[src/rtl/cpu_pkg.sv]
`default_nettype none
// ============================================================================
// Module   : cpu_pkg
// Purpose  : Shared constants and types for the RV32I core front end.
// Contents : RESET_VECTOR - first fetch address after reset
//            NOP_INST     - canonical NOP (addi x0, x0, 0)
//            fetch_entry_t - one fetch-queue slot {pc, inst, filled}
// Revision : 1.0 - initial release
// ============================================================================
package cpu_pkg;

  localparam logic [31:0] RESET_VECTOR = 32'h2000_0000;
  localparam logic [31:0] NOP_INST     = 32'h0000_0013;

  typedef struct packed {
    logic [31:0] pc;
    logic [31:0] inst;
    logic        filled;
  } fetch_entry_t;

endpackage
`default_nettype wire

[src/rtl/fetch_queue.sv]
`default_nettype none
// ============================================================================
// Module   : fetch_queue
// Purpose  : Circular buffer of {pc, inst, filled} entries for the fetch
//            stage. Entries are allocated when a read is issued, filled in
//            order when read data returns, and popped from the head.
// Ports    : clk, rst_n      - clock, asynchronous active-low reset
//            flush           - discard every entry and reset all pointers
//            alloc_en/pc     - allocate tail entry for a new request
//            fill_en/inst    - write returned data into oldest unfilled entry
//            pop_en          - decode accepts head (honoured only if filled)
//            pending         - allocated entries still awaiting data
//            full            - all DEPTH entries allocated
//            head_valid/pc/inst - registered head entry contents
// Revision : 1.0 - initial release
// ============================================================================
module fetch_queue
  import cpu_pkg::*;
#(
  parameter int DEPTH = 4,
  parameter int CW    = 3
) (
  input  logic          clk,
  input  logic          rst_n,
  input  logic          flush,
  input  logic          alloc_en,
  input  logic [31:0]   alloc_pc,
  input  logic          fill_en,
  input  logic [31:0]   fill_inst,
  input  logic          pop_en,
  output logic [CW-1:0] pending,
  output logic          full,
  output logic          head_valid,
  output logic [31:0]   head_pc,
  output logic [31:0]   head_inst
);

  localparam int PW = CW - 1;

  fetch_entry_t   entry_q [DEPTH];
  fetch_entry_t   entry_d [DEPTH];
  logic [PW-1:0]  alloc_ptr_q, alloc_ptr_d;
  logic [PW-1:0]  fill_ptr_q,  fill_ptr_d;
  logic [PW-1:0]  head_ptr_q,  head_ptr_d;
  logic [CW-1:0]  count_q,     count_d;
  logic [CW-1:0]  pend_q,      pend_d;
  logic           do_alloc, do_fill, do_pop;

  assign full       = (count_q == CW'(DEPTH));
  assign pending    = pend_q;
  assign head_valid = entry_q[head_ptr_q].filled;
  assign head_pc    = entry_q[head_ptr_q].pc;
  assign head_inst  = entry_q[head_ptr_q].inst;

  // The three slots touched in one cycle never collide: alloc needs a free
  // slot, fill needs an unfilled allocated slot, pop needs a filled slot.
  assign do_alloc = alloc_en && !full && !flush;
  assign do_fill  = fill_en && (pend_q != '0) && !flush;
  assign do_pop   = pop_en && head_valid && !flush;

  always_comb begin
    entry_d     = entry_q;
    alloc_ptr_d = alloc_ptr_q;
    fill_ptr_d  = fill_ptr_q;
    head_ptr_d  = head_ptr_q;
    count_d     = count_q;
    pend_d      = pend_q;
    if (flush) begin
      alloc_ptr_d = '0;
      fill_ptr_d  = '0;
      head_ptr_d  = '0;
      count_d     = '0;
      pend_d      = '0;
      for (int i = 0; i < DEPTH; i++) begin
        entry_d[i].filled = 1'b0;
      end
    end else begin
      if (do_alloc) begin
        entry_d[alloc_ptr_q].pc     = alloc_pc;
        entry_d[alloc_ptr_q].filled = 1'b0;
        alloc_ptr_d                 = alloc_ptr_q + PW'(1);
      end
      if (do_fill) begin
        entry_d[fill_ptr_q].inst   = fill_inst;
        entry_d[fill_ptr_q].filled = 1'b1;
        fill_ptr_d                 = fill_ptr_q + PW'(1);
      end
      if (do_pop) begin
        entry_d[head_ptr_q].filled = 1'b0;
        head_ptr_d                 = head_ptr_q + PW'(1);
      end
      count_d = count_q + CW'(do_alloc) - CW'(do_pop);
      pend_d  = pend_q + CW'(do_alloc) - CW'(do_fill);
    end
  end

  always_ff @(posedge clk or negedge rst_n) begin
    if (!rst_n) begin
      for (int i = 0; i < DEPTH; i++) begin
        entry_q[i] <= '0;
      end
      alloc_ptr_q <= '0;
      fill_ptr_q  <= '0;
      head_ptr_q  <= '0;
      count_q     <= '0;
      pend_q      <= '0;
    end else begin
      entry_q     <= entry_d;
      alloc_ptr_q <= alloc_ptr_d;
      fill_ptr_q  <= fill_ptr_d;
      head_ptr_q  <= head_ptr_d;
      count_q     <= count_d;
      pend_q      <= pend_d;
    end
  end

endmodule
`default_nettype wire

[src/rtl/inst_fetch.sv]
`default_nettype none
// ============================================================================
// Module   : inst_fetch
// Purpose  : Instruction fetch stage. Accepts PCs from the program counter,
//            issues in-order reads to instruction memory, and presents
//            {pc, inst} pairs to decode through a DEPTH-entry queue. FLUSH
//            discards queued entries; responses to reads already in flight
//            are dropped via drop_cnt.
// Ports    : CLK, RST_N          - clock, asynchronous active-low reset
//            P_PC, P_VALID, STALL - program-counter handshake
//            FLUSH               - redirect, drop queued and in-flight fetches
//            MEM_RDEN/RADDR/BUSY - instruction memory request
//            MEM_RVALID/RDATA    - in-order memory response
//            F_VALID/PC/INST/READY - decode handshake
// Option   : INST_FETCH_PERF_EN adds PERF_STALL_CYC, PERF_BUBBLE_CYC and
//            PERF_FLUSH_CNT counter outputs.
// Revision : 1.0 - initial release
// ============================================================================
module inst_fetch
  import cpu_pkg::*;
#(
  parameter int DEPTH = 4,
  parameter int CW    = 3
) (
  input  logic        CLK,
  input  logic        RST_N,
  input  logic [31:0] P_PC,
  input  logic        P_VALID,
  input  logic        FLUSH,
  output logic        STALL,
  output logic        MEM_RDEN,
  output logic [31:0] MEM_RADDR,
  input  logic        MEM_BUSY,
  input  logic        MEM_RVALID,
  input  logic [31:0] MEM_RDATA,
  output logic        F_VALID,
  output logic [31:0] F_PC,
  output logic [31:0] F_INST,
  input  logic        F_READY
`ifdef INST_FETCH_PERF_EN
  ,
  output logic [31:0] PERF_STALL_CYC,
  output logic [31:0] PERF_BUBBLE_CYC,
  output logic [15:0] PERF_FLUSH_CNT
`endif
);

  logic          full;
  logic [CW-1:0] pending;
  logic [CW-1:0] drop_cnt_q, drop_cnt_d;
  logic          take;
  logic          rsp_drop;
  logic          fill_en;

  // RST_N is folded in so the memory request drops the instant reset asserts.
  always_comb begin
    take = RST_N && P_VALID && !FLUSH && !MEM_BUSY && !full &&
           (drop_cnt_q < CW'(DEPTH));
  end

  assign MEM_RDEN  = take;
  assign MEM_RADDR = {P_PC[31:2], 2'b00};

  always_comb begin
    STALL = 1'b1;
    if (RST_N) begin
      if (P_VALID) begin
        STALL = !take;
      end else begin
        STALL = MEM_BUSY || full;
      end
    end
  end

  assign rsp_drop = MEM_RVALID && (drop_cnt_q != '0);
  assign fill_en  = MEM_RVALID && (drop_cnt_q == '0);

  // On flush every outstanding read becomes a drop. A response landing in the
  // flush cycle itself is consumed here (whether it would have been dropped
  // or filled), so it is not counted again.
  always_comb begin
    drop_cnt_d = drop_cnt_q;
    if (FLUSH) begin
      drop_cnt_d = drop_cnt_q + pending;
      if (MEM_RVALID && ((drop_cnt_q != '0) || (pending != '0))) begin
        drop_cnt_d = drop_cnt_d - CW'(1);
      end
    end else if (rsp_drop) begin
      drop_cnt_d = drop_cnt_q - CW'(1);
    end
  end

  always_ff @(posedge CLK or negedge RST_N) begin
    if (!RST_N) begin
      drop_cnt_q <= '0;
    end else begin
      drop_cnt_q <= drop_cnt_d;
    end
  end

  fetch_queue #(
    .DEPTH (DEPTH),
    .CW    (CW)
  ) u_queue (
    .clk        (CLK),
    .rst_n      (RST_N),
    .flush      (FLUSH),
    .alloc_en   (take),
    .alloc_pc   (P_PC),
    .fill_en    (fill_en),
    .fill_inst  (MEM_RDATA),
    .pop_en     (F_READY),
    .pending    (pending),
    .full       (full),
    .head_valid (F_VALID),
    .head_pc    (F_PC),
    .head_inst  (F_INST)
  );

`ifdef INST_FETCH_PERF_EN
  logic [31:0] perf_stall_q,  perf_stall_d;
  logic [31:0] perf_bubble_q, perf_bubble_d;
  logic [15:0] perf_flush_q,  perf_flush_d;

  always_comb begin
    perf_stall_d  = perf_stall_q  + 32'(P_VALID && STALL);
    perf_bubble_d = perf_bubble_q + 32'(F_READY && !F_VALID);
    perf_flush_d  = perf_flush_q  + 16'(FLUSH);
  end

  always_ff @(posedge CLK or negedge RST_N) begin
    if (!RST_N) begin
      perf_stall_q  <= '0;
      perf_bubble_q <= '0;
      perf_flush_q  <= '0;
    end else begin
      perf_stall_q  <= perf_stall_d;
      perf_bubble_q <= perf_bubble_d;
      perf_flush_q  <= perf_flush_d;
    end
  end

  assign PERF_STALL_CYC  = perf_stall_q;
  assign PERF_BUBBLE_CYC = perf_bubble_q;
  assign PERF_FLUSH_CNT  = perf_flush_q;
`endif

endmodule
`default_nettype wire
[config.mk]
export PLATFORM = sky130hd
export DESIGN_NAME = inst_fetch
export DESIGN_NICKNAME = d
export VERILOG_FILES = /design/src/rtl/cpu_pkg.sv /design/src/rtl/fetch_queue.sv /design/src/rtl/inst_fetch.sv
export SDC_FILE = /design/constraint.sdc
export NUM_CORES = 1
export LEC_CHECK = 0
export BUFFER_PORTS_ARGS = -buffer_cell sky130_fd_sc_hd__clkbuf_2
export CAP_MARGIN = 20
export CORE_MARGIN = 4
export CORE_UTILIZATION = 52
export DETAILED_ROUTE_END_ITERATION = 8
export PLACE_DENSITY = 0.76
export SLEW_MARGIN = 20
export SYNTH_ARGS = -nofsm -noshare
export SYNTH_HDL_FRONTEND = slang
export SYNTH_SLANG_ARGS = --single-unit
[constraint.sdc]
create_clock -name CLK -period 2.72 [get_ports CLK]
set_clock_uncertainty 0.1 [all_clocks]
set_input_delay 0.272 -clock CLK [delete_from_list [all_inputs] [get_ports CLK]]
set_output_delay 0.272 -clock CLK [all_outputs]
set_load 0.03 [all_outputs]
==> results.txt, run 1 <==
Largest net degree at the start of global routing -> 142
Hold/Removal Path Class -> in2reg
CTS tree -> done
Most common cell in the netlist -> dfrtp_1
Fill cell count -> 1767
Tmin final -> 2.61 ns
Design area -> 15300 sq um
Nets -> 1085
Vias -> 7196
Final number of hold-violating endpoints -> 0
H-tree levels -> 1
Post-synth top cells -> 275 x dfrtp_1, 252 x mux2_2, 65 x mux4_2, 32 x buf_4, 28 x buf_6
Die area -> 27100 sq um
Worst r2r src -> u_queue.head_ptr_q[0]$_DFFE_PN0P_
Worst skew pair latency -> 0.53 ns
Clk root buf -> clkbuf_16
Critical Path AT -> 2.92 ns
Initial antenna violation count -> 1
Post-synthesis compound-gate area fraction -> 0.695%
WS Path Type -> reg2reg
Pre-Repair DR Iteration Count -> 6
Die Ht -> 165 um
Non-Filler Instances -> 1336
Largest family of logic cells by synthesized area -> multiplexers
Die X -> 165 um
Max-cap violations -> 0
Mean area per synthesized cell -> 16.2 sq um
Placer Congestion -> 0.718
WHS Path Cells -> 4
Fmax -> 0.383 GHz
Final setup viols -> 0
Sequential area share after synthesis -> 53.8%
PD cells -> 683 nW/um^2
Share of layout cells above drive strength 1 -> 55.8%
Mapped Area -> 12800 sq um
Final wirelength -> 24800 um
Final Worst Setup Slack -> 0.111 ns
Post-DP HPWL -> 15000 um
R2R setup slack -> 0.11 ns
Row cnt -> 57
Setup Fix Bufs, Post-CTS -> 0
Clock tree buffer depth -> 3
Sink Count -> 275
Hold Path Origin -> MEM_RVALID
Final Util -> 63.0%
Xor and xnor area share after synthesis -> 0.822%
Global-route wire length before repair -> 40800 um
Yosys top cell area share -> 53.8%
Iter 0 DRT Violations -> 358
GRT Util Overall -> 18.6%
Vias per inst -> 5.39
Leak -> 7.49 nW
#FFs+latches synth -> 275
Top cells by area, synth -> dfrtp_1 54%, mux2_2 22%, mux4_2 11%
Post-synth cell types -> 36
Async set-reset flop share out of synthesis -> 100%
Number of synthesized flops with an enable pin -> 0
Hold slack -> 0.0592 ns
Status -> finished clean
Tot Pwr -> 10.4 mW
Final Cycle Share -> 95.9%
Placed cells -> 1218
CP required -> 3.03 ns
Tightest Pin Transition -> 0.767 ns
RSZ-0062 raised after global routing -> yes
Worst Setup Start Kind -> flop
Routed len/inst -> 18.6 um
Yosys warns -> 0
Slew HR -> 48.8%
Setup TNS -> 0 ns
Placed Area -> 13700 sq um
Initial core utilization -> 52.7%
Hold endpoint -> drop_cnt_q[2]$_DFFE_PN0P_
DRC -> 0
GRT Residual Overflow -> 0
Simple-Gate Fraction of Synth Area -> 2.07%
Post-synth top area cell -> dfrtp_1
Most common flop cell mapped by yosys -> dfrtp_1
Final Max Tran Viols -> 0
Routed Antenna Nets -> 0
Worst r2r dst -> u_queue.count_q[2]$_DFF_PN0_
Synth Area in Adders -> 2.43%
Worst-path clk slew -> 0.06 ns
Multiplexer share of the synthesized area -> 34.5%
DP Worst Slack -> 0.116 ns
Synthesized instance count -> 791
Maximum VDD drop -> 503 uV
Crit. End Element -> flop
Input/output buffers -> 167
Worst Reg-to-Reg Cells -> 11
P&R area growth vs syn -> 19.5%
Crit-path max FO -> 5
IO Pins -> 170
CTS Buf Count -> 29
Core region area -> 24200 sq um
Vias in the first global route -> 7849
[critical path: stages (launching register included)]
cell and delay [ns]:
dfrtp_4 0.45, mux4_2 0.53, nand2_2 0.12, nor2_4 0.05
ha_1 0.30, inv_1 0.06, ha_1 0.14, inv_1 0.05
fa_2 0.35, xor2_2 0.16, xnor2_1 0.13, nor2_1 0.06
[cells in the final DEF (no fill, tap or decap), types with 2 or more instances in the layout]
| cell type | count |
|---|---|
| dfrtp_4 | 2 |
| nand2_1 | 4 |
| mux2i_1 | 3 |
| buf_12 | 10 |
| conb_1 | 2 |
| mux2_2 | 252 |
| a21oi_1 | 3 |
| inv_1 | 17 |
| o21ai_0 | 2 |
| a2bb2oi_1 | 4 |
| dlygate4sd3_1 | 66 |
| and4_1 | 4 |
| clkbuf_2 | 122 |
| clkinv_2 | 10 |
| and3_1 | 2 |
| and2_2 | 4 |
| buf_6 | 4 |
| mux4_2 | 65 |
| nor3b_2 | 4 |
| clkbuf_1 | 5 |
| fa_1 | 2 |
| xor2_1 | 2 |
| clkbuf_8 | 3 |
| mux2_1 | 7 |
| buf_2 | 41 |
| dfrtp_1 | 273 |
| buf_4 | 5 |
| ha_1 | 20 |
| nor2_1 | 10 |
| clkbuf_16 | 29 |
| a31oi_1 | 2 |
| xnor2_1 | 9 |
| nor2b_1 | 3 |
[cells by family (layout without fill, tap and decap cells)]
group | count (synthesis) | count (layout)
mux | 327 | 327
fa+ha+maj | 23 | 23
buf+inv | 99 | 318
compound gates | 13 | 13
flops | 275 | 275
xor+xnor | 12 | 12
other cells | 1 | 3
simple gates | 41 | 41
[report_power, final]
group          total [mW]  switching (mW)  leakage (nW)  internal [mW]
combinational        2.15            1.23          3.26          0.924
clock                3.68            1.55         0.447           2.13
sequential           4.60           0.173          3.78           4.42
total                10.4            2.95          7.49           7.48
[per-layer routing]
metal / GRT usage (%) / part of all wire [%] / up-vias
li1: - / - / 3259
met1: 25.1 / 43 / 3752
met2: 31.8 / 50 / 154
met3: 3.97 / 5.5 / 31
met4: 3.06 / 1.5 / 0
met5: 0 / 0 / -
[worst max path at each step]
stage | end | start | slack [ns]
floorplan | u_queue.count_q[2]$_DFF_PN0_ | u_queue.head_ptr_q[0]$_DFFE_PN0P_ | 0.01
CTS | F_INST[19] | u_queue.head_ptr_q[0]$_DFFE_PN0P_ | 0.03
global placement | u_queue.count_q[2]$_DFF_PN0_ | u_queue.head_ptr_q[0]$_DFFE_PN0P_ | 0.14
finish | u_queue.count_q[2]$_DFF_PN0_ | u_queue.head_ptr_q[0]$_DFFE_PN0P_ | 0.11
detailed placement | u_queue.count_q[2]$_DFF_PN0_ | u_queue.head_ptr_q[0]$_DFFE_PN0P_ | 0.12
global route | u_queue.count_q[2]$_DFF_PN0_ | u_queue.head_ptr_q[0]$_DFFE_PN0P_ | -0.03
[repair_timing]
item / in CTS / in global routing
pin swaps: 0 / 6
endpoints found under the hold margin: 391 / 0
setup endpoints to repair: 64 / 46
cloned: 0 / 0
resized for setup: 2 / 56
hold buffers: 66 / 0
[layout make-up]
type | count | area (sq um) | area share, %
diodes | 1 | 2.50 | 0.0164
inverters | 17 | 63.8 | 0.418
multi-input cells | 418 | 5220 | 34.2
clock inverters | 14 | 105 | 0.688
clock buffers | 37 | 786 | 5.15
well taps | 324 | 405 | 2.65
flip-flops and latches | 275 | 6890 | 45.1
repair buffers | 250 | 1800 | 11.8
(Power assumes the default switching activity.)
==> run 2: changes to the inputs <==
--- a/config.mk
+++ b/config.mk
@@ -10,7 +10,7 @@
 export CORE_MARGIN = 4
 export CORE_UTILIZATION = 52
 export DETAILED_ROUTE_END_ITERATION = 8
-export PLACE_DENSITY = 0.76
+export PLACE_DENSITY = 0.77
 export SLEW_MARGIN = 20
 export SYNTH_ARGS = -nofsm -noshare
 export SYNTH_HDL_FRONTEND = slang
==> run 2 against run 1 <==
  * Sequential share of layout area fell by 0.15 points
  * Core utilization rose by 0.19 points
  * Global-route usage rose by 0.49 points
  * Worst hold slack improved by 0.024 ns
  * Setup slack got worse by 0.023 ns
  * Sequential power barely moved
  * Largest cell class unchanged
  * Largest power group unchanged
==> results.txt, run 2 (synthesis gave the netlist of run 1 again) <==
Pre-Repair DR Iteration Count -> 4
Slew HR -> 37.0%
Share of layout cells above drive strength 1 -> 55.9%
Vias -> 7335
Fmax -> 0.380 GHz
Tot Pwr -> 10.6 mW
Initial antenna violation count -> 1
IO Pins -> 170
Setup Fix Bufs, Post-CTS -> 0
DRC -> 0
Placed Area -> 13600 sq um
Crit-path max FO -> 5
Most common cell after layout, fill and taps aside -> dfrtp_1
Hold slack -> 0.0827 ns
Setup TNS -> 0 ns
Non-Filler Instances -> 1342
Placed cells -> 1221
Largest net degree at the start of global routing -> 172
Sink Count -> 275
Nets -> 1090
Tightest Pin Transition -> 0.945 ns
Final number of hold-violating endpoints -> 0
Maximum VDD drop -> 509 uV
Die Ht -> 165 um
Critical Path AT -> 2.94 ns
H-tree levels -> 1
Routed Antenna Nets -> 0
PD cells -> 694 nW/um^2
Routed len/inst -> 19.1 um
Status -> finished clean
Final Cycle Share -> 96.7%
Initial core utilization -> 52.7%
Crit. End Element -> flop
CTS tree -> done
Die area -> 27100 sq um
Die X -> 165 um
Worst Setup Start Kind -> flop
Hold/Removal Path Class -> in2reg
Final Worst Setup Slack -> 0.0884 ns
CP Launch Point -> u_queue.head_ptr_q[0]$_DFFE_PN0P_
CTS Buf Count -> 29
Clk root buf -> clkbuf_16
Final Max Tran Viols -> 0
Worst r2r src -> u_queue.head_ptr_q[0]$_DFFE_PN0P_
Placer Congestion -> 0.742
Worst skew pair latency -> 0.53 ns
Leak -> 7.48 nW
DP Worst Slack -> 0.107 ns
Hold Path Origin -> MEM_RVALID
Clock tree buffer depth -> 3
GRT Residual Overflow -> 0
Tmin final -> 2.63 ns
Input/output buffers -> 167
Core region area -> 24200 sq um
GRT Util Overall -> 19.1%
P&R area growth vs syn -> 19.9%
Global-route wire length before repair -> 41600 um
Max-cap violations -> 0
Final setup viols -> 0
Worst-path clk slew -> 0.06 ns
Vias per inst -> 5.47
Iter 0 DRT Violations -> 311
Row cnt -> 57
Commonest cells after routing, fill and taps aside -> 273 x dfrtp_1, 252 x mux2_2, 166 x clkbuf_2
CP required -> 3.03 ns
Vias in the first global route -> 7862
Final Util -> 63.2%
Post-DP HPWL -> 15100 um
WS Path Type -> reg2reg
Design area -> 15300 sq um
Final wirelength -> 25600 um
-- run 2: critical path: stages (launching register included) --
cell and delay [ns]:
dfrtp_4 0.47, mux4_2 0.56, nand2_4 0.11, nor2_4 0.05, ha_4 0.24, inv_1 0.05, ha_1 0.16, inv_1 0.06
fa_2 0.35, xor2_2 0.18, xnor2_1 0.13, nor2_1 0.05
-- run 2: power breakdown --
part / switching, mW / total (mW) / internal (mW)
logic: 1.24 / 2.16 / 0.914
registers: 0.169 / 4.59 / 4.42
clock network: 1.59 / 3.88 / 2.29
-- run 2: area by class of cell --
| class | instances | area (sq um) |
|---|---|---|
| clock inverters | 11 | 119 |
| flip-flops and latches | 275 | 6890 |
| clock buffers | 41 | 821 |
| repair buffers | 255 | 1790 |
| diodes | 1 | 2.50 |
| multi-input cells | 418 | 5230 |
| inverters | 17 | 63.8 |
| fillers | 1751 | 8930 |
| well taps | 324 | 405 |
-- run 2: routing by layer --
layer	global-route usage [%]	up-vias	part of all wire, %	routed length (um)
met2	32.9	168	49	12600
met4	3.48	0	1.7	425
met1	25.5	3875	43	11000
li1	-	3267	-	-
met5	0	-	0	0
met3	3.94	25	6.1	1570
-- run 2: final timing paths --
check	cells past startpoint	slack, ns	to
setup / recovery	11	0.09	u_queue.count_q[2]$_DFF_PN0_
max in group asynchronous	4	0.62	async pin
hold reg to reg	1	0.38	flop
min in group asynchronous	3	0.38	async pin
setup reg to reg	11	0.09	u_queue.count_q[2]$_DFF_PN0_
hold / removal	4	0.08	drop_cnt_q[2]$_DFFE_PN0P_
-- run 2: repair_timing --
action,in CTS,in global routing
hold buffers,67,0
resized for setup,1,5
endpoints found under the hold margin,430,0
cloned,0,1
pin swaps,0,4
endpoints found under the setup margin,64,65
==> run 3: changes to the inputs <==
--- a/config.mk
+++ b/config.mk
@@ -8,10 +8,11 @@
 export BUFFER_PORTS_ARGS = -buffer_cell sky130_fd_sc_hd__clkbuf_2
 export CAP_MARGIN = 20
 export CORE_MARGIN = 4
-export CORE_UTILIZATION = 52
+export CORE_UTILIZATION = 53
 export DETAILED_ROUTE_END_ITERATION = 8
-export PLACE_DENSITY = 0.77
+export PLACE_DENSITY = 0.78
 export SLEW_MARGIN = 20
 export SYNTH_ARGS = -nofsm -noshare
 export SYNTH_HDL_FRONTEND = slang
+export SYNTH_HIERARCHICAL = 1
 export SYNTH_SLANG_ARGS = --single-unit
==> run 3 against run 2 <==
  * Core utilization increased by 2.6 points
  * Register-to-register slack about the same
  * Die area increased by 0.85%
  * Combinational power decreased by 15%
  * Largest cell class unchanged
  * Largest power group unchanged
  * Highest routed layer unchanged
==> results.txt, run 3 <==
Status -> finished clean
Input/output buffers -> 167
Worst Reg-to-Reg Cells -> 13
Iter 0 DRT Violations -> 420
CTS Buf Count -> 30
Vias -> 7392
N_diodes -> 0
Post-synth cell types -> 42
Synthesized instance count -> 790
Initial antenna violation count -> 0
#FFs+latches synth -> 275
Pre-Repair DR Iteration Count -> 4
Final Max Tran Viols -> 0
Tot Pwr -> 10.7 mW
Sequential area share after synthesis -> 52.4%
Final setup viols -> 0
Top cells by area, synth -> dfrtp_1 52%, mux2_2 15%, mux4_2 11%
Critical path depth -> 13
GRT met2 Usage -> 34.7%
Hold/Removal Path Class -> in2reg
Number of synthesized flops with an enable pin -> 0
Share of layout cells above drive strength 1 -> 57.5%
RSZ-0062 raised after global routing -> no
Final wirelength -> 27300 um
Clock tree buffer depth -> 3
Sink Count -> 275
Worst skew pair latency -> 0.54 ns
Post-synth top area cell -> dfrtp_1
Worst-path clk slew -> 0.06 ns
Commonest cells after routing, fill and taps aside -> 273 x dfrtp_1, 176 x mux2_2, 166 x clkbuf_2
GR peak layer -> met2
Core region area -> 24400 sq um
Crit. End Element -> flop
PD cells -> 666 nW/um^2
Nets -> 1106
Leak -> 7.75 nW
Hold endpoint -> u_queue/alloc_ptr_q[0]$_DFFE_PN0P_
Mapped Area -> 13100 sq um
Worst r2r dst -> u_queue/count_q[1]$_DFF_PN0_
Slowest CP cell -> fa_2
Vias in the first global route -> 8283
H-tree levels -> 1
Most common cell after layout, fill and taps aside -> dfrtp_1
Slowest stage delay, CP -> 0.42 ns
R2R setup slack -> 0.08 ns
Maximum VDD drop -> 568 uV
Placer Congestion -> 0.771
GRT Residual Overflow -> 0
Yosys warns -> 6
WS Path Type -> reg2reg
Largest net degree at the start of global routing -> 146
Clk root buf -> clkbuf_16
Vias per inst -> 5.44
Slew HR -> 43.4%
Crit-path cells -> or3b_4 > inv_8 > nor2_1 > nand3_1 > nor3_4 > inv_4 > or3_4 > ha_4 > inv_2 > ha_4 > inv_2 > fa_2 > nor2_1
CP required -> 3.10 ns
Post-DP HPWL -> 16000 um
Grt met1 use -> 28.0%
GRT Util Overall -> 20.2%
Initial core utilization -> 53.9%
IO Pins -> 170
WHS Path Cells -> 2
Row cnt -> 57
Die X -> 165 um
Fmax -> 0.379 GHz
CTS tree -> done
Worst r2r src -> u_queue/count_q[2]$_DFF_PN0_
Crit-path max FO -> 2
Tmin final -> 2.64 ns
Worst Setup Start Kind -> flop
Most common flop cell mapped by yosys -> dfrtp_1
Hold Path Origin -> FLUSH
Critical Path AT -> 3.01 ns
Tightest Pin Transition -> 0.848 ns
Hold slack -> 0.0358 ns
Post-synth top cells -> 275 x dfrtp_1, 176 x mux2_2, 80 x mux2_4, 65 x mux4_2, 34 x buf_4
Final Worst Setup Slack -> 0.0821 ns
Mean area per synthesized cell -> 16.6 sq um
Die Ht -> 165 um
Most common cell in the netlist -> dfrtp_1
DRC -> 0
Async set-reset flop share out of synthesis -> 100%
Final number of hold-violating endpoints -> 0
CP Launch Point -> u_queue/count_q[2]$_DFF_PN0_
Max-cap violations -> 0
Final Util -> 65.8%
P&R area growth vs syn -> 22.0%
Routed Antenna Nets -> 0
Yosys top cell area share -> 52.4%
DP Worst Slack -> -0.0147 ns
Die area -> 27400 sq um
Global-route wire length before repair -> 44300 um
Met3 Use GR -> 2.80%
Cell family contributing the most delay on the critical path -> simple AND/OR/NAND/NOR gates
Final Cycle Share -> 97.0%
Buf/Inv on CP -> 4
Routed len/inst -> 20.1 um
-- run 3: timing repair --
action,4_1_cts,5_1_grt
buffers inserted,1,2
cloned,0,2
resized for setup,5,2
hold buffers,66,0
endpoints found under the hold margin,320,0
pin swaps,1,3
setup endpoints to repair,68,166
-- run 3: power breakdown --
group	switching (mW)	leakage, nW	internal, mW
sequential	0.147	3.80	4.34
combinational	1.03	3.44	0.818
clock	1.59	0.516	2.76
-- run 3: cell type report --
cell class	count	area (sq um)
clock inverter	8	190
multi-input combinational	418	5670
clock buffer	46	872
tap	324	405
fill	1735	8350
inverter	22	92.6
sequential	275	6890
timing repair buffer	265	1920
-- run 3: worst max-delay path by stage --
stage                                         endpoint  slack (ns)
after detailed placement  u_queue/count_q[1]$_DFF_PN0_       -0.01
after global placement    u_queue/count_q[1]$_DFF_PN0_        0.05
after CTS                 u_queue/count_q[1]$_DFF_PN0_      -0.006
final                     u_queue/count_q[1]$_DFF_PN0_        0.08
after floorplan           u_queue/count_q[1]$_DFF_PN0_       -0.40
after global routing      u_queue/count_q[1]$_DFF_PN0_       0.007
-- run 3: metal layers --
metal  up-vias  wire length, um
met5         -                0
met2       143            13800
met1      3898            11900
met3        43             1000
met4         0              496
li1       3308                -
-- run 3: cells by family after synthesis --
group           after synthesis  share of synthesized area, %
compound gates               21                          1.27
xor+xnor                     10                         0.666
fa+ha+maj                    23                          2.36
buf+inv                      98                          5.33
flops                       275                          52.4
mux                         326                          35.8
other cells                   1                        0.0285
simple gates                 36                          2.23
-- run 3: per-stage QoR --
stage	area (sq um)	setup TNS, ns	std cells
2_1_floorplan	13200	-1.63	791
3_3_place_gp	14200	0	1233
3_5_place_dp	14200	-0.0214	1233
4_1_cts	16000	-0.00647	1354
5_1_grt	16000	0	1358
6_report	16000	0	1358
